==> config.mk <==
export PLATFORM = sky130hd
export DESIGN_NAME = bcd_seq_adder
export DESIGN_NICKNAME = d
export VERILOG_FILES = /design/src/rtl/bcd_seq_adder.sv
export SDC_FILE = /design/constraint.sdc
export NUM_CORES = 1
export LEC_CHECK = 0
export BUFFER_PORTS_ARGS = -buffer_cell sky130_fd_sc_hd__buf_2
export CAP_MARGIN = 20
export CORE_AREA = 10 10 79 108
export CTS_BUF_LIST = sky130_fd_sc_hd__clkbuf_4 sky130_fd_sc_hd__clkbuf_8
export CTS_CLUSTER_SIZE = 10
export DETAILED_ROUTE_END_ITERATION = 10
export DIE_AREA = 0 0 89 118
export GPL_TIMING_DRIVEN = 0
export HOLD_SLACK_MARGIN = 0.12
export PLACE_DENSITY = 0.73
export REMOVE_ABC_BUFFERS = 1
export SYNTH_ARGS = -nofsm -noshare
export SYNTH_HDL_FRONTEND = slang
export SYNTH_SLANG_ARGS = --single-unit
==> constraint.sdc <==
create_clock -name i_clk -period 2.7 [get_ports i_clk]
set_clock_uncertainty 0.2 [all_clocks]
set_input_delay 0.81 -clock i_clk [delete_from_list [all_inputs] [get_ports i_clk]]
set_output_delay 0.81 -clock i_clk [all_outputs]
set_load 0.05 [all_outputs]
==> src/rtl/bcd_seq_adder.sv <==
// Multi-digit BCD adder. Each operand digit is passed in turn through one external
// 1-digit BCD adder, and the carry ripples from digit 0 upward, one digit per clock.
module bcd_seq_adder #(
  parameter int NDIG = 4
) (
  input  logic              i_clk,
  input  logic              i_rst_n,
  input  logic              i_start,
  input  logic [4*NDIG-1:0] i_a,
  input  logic [4*NDIG-1:0] i_b,
  input  logic              i_cin,
  output logic [3:0]        o_dig_a,
  output logic [3:0]        o_dig_b,
  output logic              o_dig_cin,
  input  logic [3:0]        i_dig_sum,
  input  logic              i_dig_cout,
  output logic              o_busy,
  output logic              o_done,
  output logic              o_err,
  output logic [4*NDIG-1:0] o_sum,
  output logic              o_cout
);

  localparam int IW = (NDIG > 1) ? $clog2(NDIG) : 1;

  typedef enum logic [1:0] {S_IDLE, S_CHECK, S_ADD, S_DONE} state_t;

  state_t                r_state;
  state_t                w_next;
  logic [NDIG-1:0][3:0]  r_a;
  logic [NDIG-1:0][3:0]  r_b;
  logic [NDIG-1:0][3:0]  r_sum;
  logic                  r_cin;
  logic                  r_carry;
  logic                  r_cout;
  logic                  r_err;
  logic [IW-1:0]         r_idx;
  logic                  w_bad;
  logic                  w_last;

  assign w_last = (r_idx == IW'(NDIG - 1));

  always_comb begin
    w_bad = 1'b0;
    for (int i = 0; i < NDIG; i++) begin
      if (r_a[i] > 4'd9 || r_b[i] > 4'd9) w_bad = 1'b1;
    end
  end

  always_ff @(posedge i_clk or negedge i_rst_n) begin
    if (!i_rst_n) begin
      r_state <= S_IDLE;
      r_a     <= '0;
      r_b     <= '0;
      r_sum   <= '0;
      r_cin   <= 1'b0;
      r_carry <= 1'b0;
      r_cout  <= 1'b0;
      r_err   <= 1'b0;
      r_idx   <= '0;
    end else begin
      r_state <= w_next;
      case (r_state)
        S_IDLE: begin
          if (i_start) begin
            r_a    <= i_a;
            r_b    <= i_b;
            r_cin  <= i_cin;
            r_sum  <= '0;
            r_cout <= 1'b0;
            r_err  <= 1'b0;
          end
        end
        S_CHECK: begin
          if (w_bad) begin
            r_err <= 1'b1;
          end else begin
            r_idx   <= '0;
            r_carry <= r_cin;
          end
        end
        S_ADD: begin
          r_sum[r_idx] <= i_dig_sum;
          r_carry      <= i_dig_cout;
          r_idx        <= r_idx + IW'(1);
          if (w_last) r_cout <= i_dig_cout;
        end
        default: ;
      endcase
    end
  end

  // The digit lanes are driven only in ADD; in every other state they read zero.
  always_comb begin
    w_next    = r_state;
    o_dig_a   = 4'd0;
    o_dig_b   = 4'd0;
    o_dig_cin = 1'b0;
    case (r_state)
      S_IDLE:  if (i_start) w_next = S_CHECK;
      S_CHECK: w_next = w_bad ? S_DONE : S_ADD;
      S_ADD: begin
        o_dig_a   = r_a[r_idx];
        o_dig_b   = r_b[r_idx];
        o_dig_cin = r_carry;
        if (w_last) w_next = S_DONE;
      end
      S_DONE:  w_next = S_IDLE;
      default: w_next = S_IDLE;
    endcase
  end

  assign o_busy = (r_state != S_IDLE);
  assign o_done = (r_state == S_DONE);
  assign o_err  = r_err;
  assign o_sum  = r_sum;
  assign o_cout = r_cout;

endmodule

==> run metrics <==
Fmax=about 370 MHz; pin count of the biggest net entering global routing=34; Worst setup EP type=primary output; Routed Antenna Nets=0; clock transition at the registers of the reported paths=approximately 0.1 ns; share of layout cells above drive strength 1=37.8%; Critical Path Stages=4; Syn Inst Count=roughly 310; Filler cells=544; Yosys top cell area share=between 40 and 50%; count of final hold-check violations=0; CP Cell Sequence=buf_8, mux4_2, and2_4, buf_8; fin. max-slew vios=0; crit path to=o_dig_b[3]; CP Launch Type=flip-flop; number of unique standard cell types used by synthesis=32; Leakage Power=roughly 1.7 nW; Seq/Total Area, Yosys=between 40 and 50%; period utilization=100%; root buf cell=clkbuf_8; Avg Cell Area, Syn=approximately 10 µm²; Starting Density=48.8%; core area=0.00653 mm²; vias in the first global route=2,672; PD cells=around 1300 mW/mm²; WHS=0.301 ns; Worst-Skew Late Latency=roughly 0.3 ns; r2r setup slk=~0.37 ns; reg2reg start=r_state[1]; FF+latch area=roughly 0.0014 mm²; mapped cell area=~0.0032 mm²; Routed WL=~7800 µm; Worst R2R Path Depth=7; CTS tree=built; violated checks=setup timing; synth top area cells=dfrtp_1 44%, mux2_2 8.8%, mux4_2 5.7%, nand3_1 5.3%, o21ai_0 5.0%; initial antenna violation count=0; synthesis-stage register bit count=56; Routed WL per cell=~18 µm; Critical Setup Path Class=reg -> out; VDD IR-drop max=roughly 0.68 mV; final non-filler cell total=approximately 440; MaxCap Viol Count=0; DRC Markers=0; Worst-Margin Slew=between 0.7 and 0.8 ns; number of vias per cell=~5.8; first-pass GRT wire length=about 13,000 µm; Worst path max stage delay=~0.5 ns; Core Rows=35; gp weighted congestion=about 0.76; DIE AREA=between 0.01 and 0.015 mm²; Synth warnings=0; multi-input logic area=between 0.0015 and 0.002 mm²; DP HPWL=~5400 µm; RSZ-0062 raised after global routing=yes; Hold WC Path Type=in -> async; FF-to-FF End=r_state[0]; port bufs=approximately 70; Worst path slowest cell=mux4_2; Total GRT Usage=around 15%; DRT Pass-1 Iters=4; Worst Setup SP=r_idx[0]; Die Wd=around 89 µm; post-route setup slack=-0.00937 ns; Worst slew margin=around half; H-tree depth=2; placed cells=about 420; CP Max Fanout=6; post-layout min period=2.71 ns; total number of vias=~2,500; fin nets=approximately 410; number of DRC markers in iteration 0=122; Async S/R FF share, synth=between 90% and 100%; total CTS buffers=5; WP buf/inv=2; grt ovf=0; clk sinks=56; CP top delay family=multiplexers; CP dominant cell by count=buf_8; Primary FF master, synth=dfrtp_1; WP data arrival=~1.7 ns; Layout area overhead=21.8%; Final Setup Violations=4; antenna cells=0; Post-synth EDFFs=0; # IOs=70; critical path required time=around 1.7 ns; leading area contributor after synthesis=dfrtp_1; Clock Path Buffers=2; Die H=roughly 120 µm; status=complete, but fails checks
-- logic make-up (layout without fill, tap and decap cells) --
kind of cell | after synthesis | after routing | share of synthesized area (%)
buffers and inverters | 52 | 111 | 7.23
and+or+nand+nor | 60 | 60 | 10.2
AOI/OAI and AO/OA | 87 | 87 | 17.3
adders and majority gates | 9 | 9 | 3.54
muxes | 42 | 42 | 17.6
DFF | 56 | 56 | 44.0
-- routing by layer --
metal	track usage, %	vias to the layer above	wire length, µm
li1	-	1208	-
met1	17.4	1237	3040
met2	25.3	79	4100
met3	4.22	13	598
met4	3.49	0	114
met5	0	-	0
-- layout by cell type (no fill, tap or decap), types with 8 or more instances in the layout --
cell / count
a22oi_1: 18
and2_4: 8
buf_2: 60
buf_8: 9
dfrtp_1: 54
inv_1: 23
mux2_1: 8
mux2_2: 25
mux4_2: 8
nand3_1: 34
o21a_1: 18
o21ai_0: 32
o21ai_1: 11
-- through the flow --
stage / util [%] / instance area (µm²) / setup WS, ns / setup TNS, ns / total power [mW]
2_1_floorplan: - / 3040 / -0.546 / -4.91 / 3.36
3_3_place_gp: 53.3 / 3480 / -0.982 / -14.58 / 3.87
3_5_place_dp: 54.1 / 3530 / -0.184 / -0.569 / 3.99
4_1_cts: 56.5 / 3690 / -0.191 / -1.94 / 4.65
5_1_grt: 59.4 / 3880 / -0.0668 / -0.418 / 5.28
6_report: 59.4 / 3880 / -0.00937 / -0.0220 / 4.92
-- synth_stat cells, types with 8 or more instances --
master,number
a22oi_1,18
and2_1,9
buf_2,9
clkbuf_1,13
dfrtp_1,56
ha_1,9
inv_1,24
mux2_1,8
mux2_2,25
mux4_2,8
nand3_1,34
o21a_1,18
o21ai_0,32
o21ai_1,11
-- worst min-delay path by stage --
stage / start / to / slack, ns / depth (start not counted)
3_3_place_gp: r_a[4] / r_a[4] / 0.28 / 1
2_1_floorplan: r_a[4] / r_a[4] / 0.26 / 1
6_report: i_rst_n / o_sum[14] / 0.30 / 1
4_1_cts: r_a[4] / r_a[4] / 0.30 / 1
5_1_grt: r_cin / r_cin / 0.31 / 1
3_5_place_dp: r_a[4] / r_a[4] / 0.28 / 1
-- power by group --
| part | leakage, nW | total, mW | internal (mW) | switching, mW |
|---|---|---|---|---|
| Sequential | 0.687 | 1.56 | 1.24 | 0.320 |
| Clock | 0.0614 | 0.582 | 0.304 | 0.278 |
| Combinational | 0.930 | 2.78 | 1.21 | 1.57 |
-- repair_timing --
item / in CTS / in global routing
setup buffers: 0 / 6
pin swaps: 0 / 8
cloned: 1 / 0
gates resized for setup: 2 / 53
endpoints found under the hold margin: 0 / 0
setup endpoints to repair: 28 / 52
hold buffers: 0 / 0
-- state kept, by name (all words and copies together) (netlist names) --
register and flops:
o_sum 16, r_a 16, r_b 16, r_idx 2
r_state 2, o_cout 1, o_err 1, r_carry 1
r_cin 1
-- cell type report --
cell class / count / share of cell area, %
clock buffers: 6 / 2.13
clock inverters: 2 / 1.00
inverters: 24 / 2.32
multi-input cells: 198 / 41.2
flip-flops and latches: 56 / 36.3
well taps: 74 / 2.39
repair buffers: 79 / 14.6
Power figures use the tool's default switching activity.
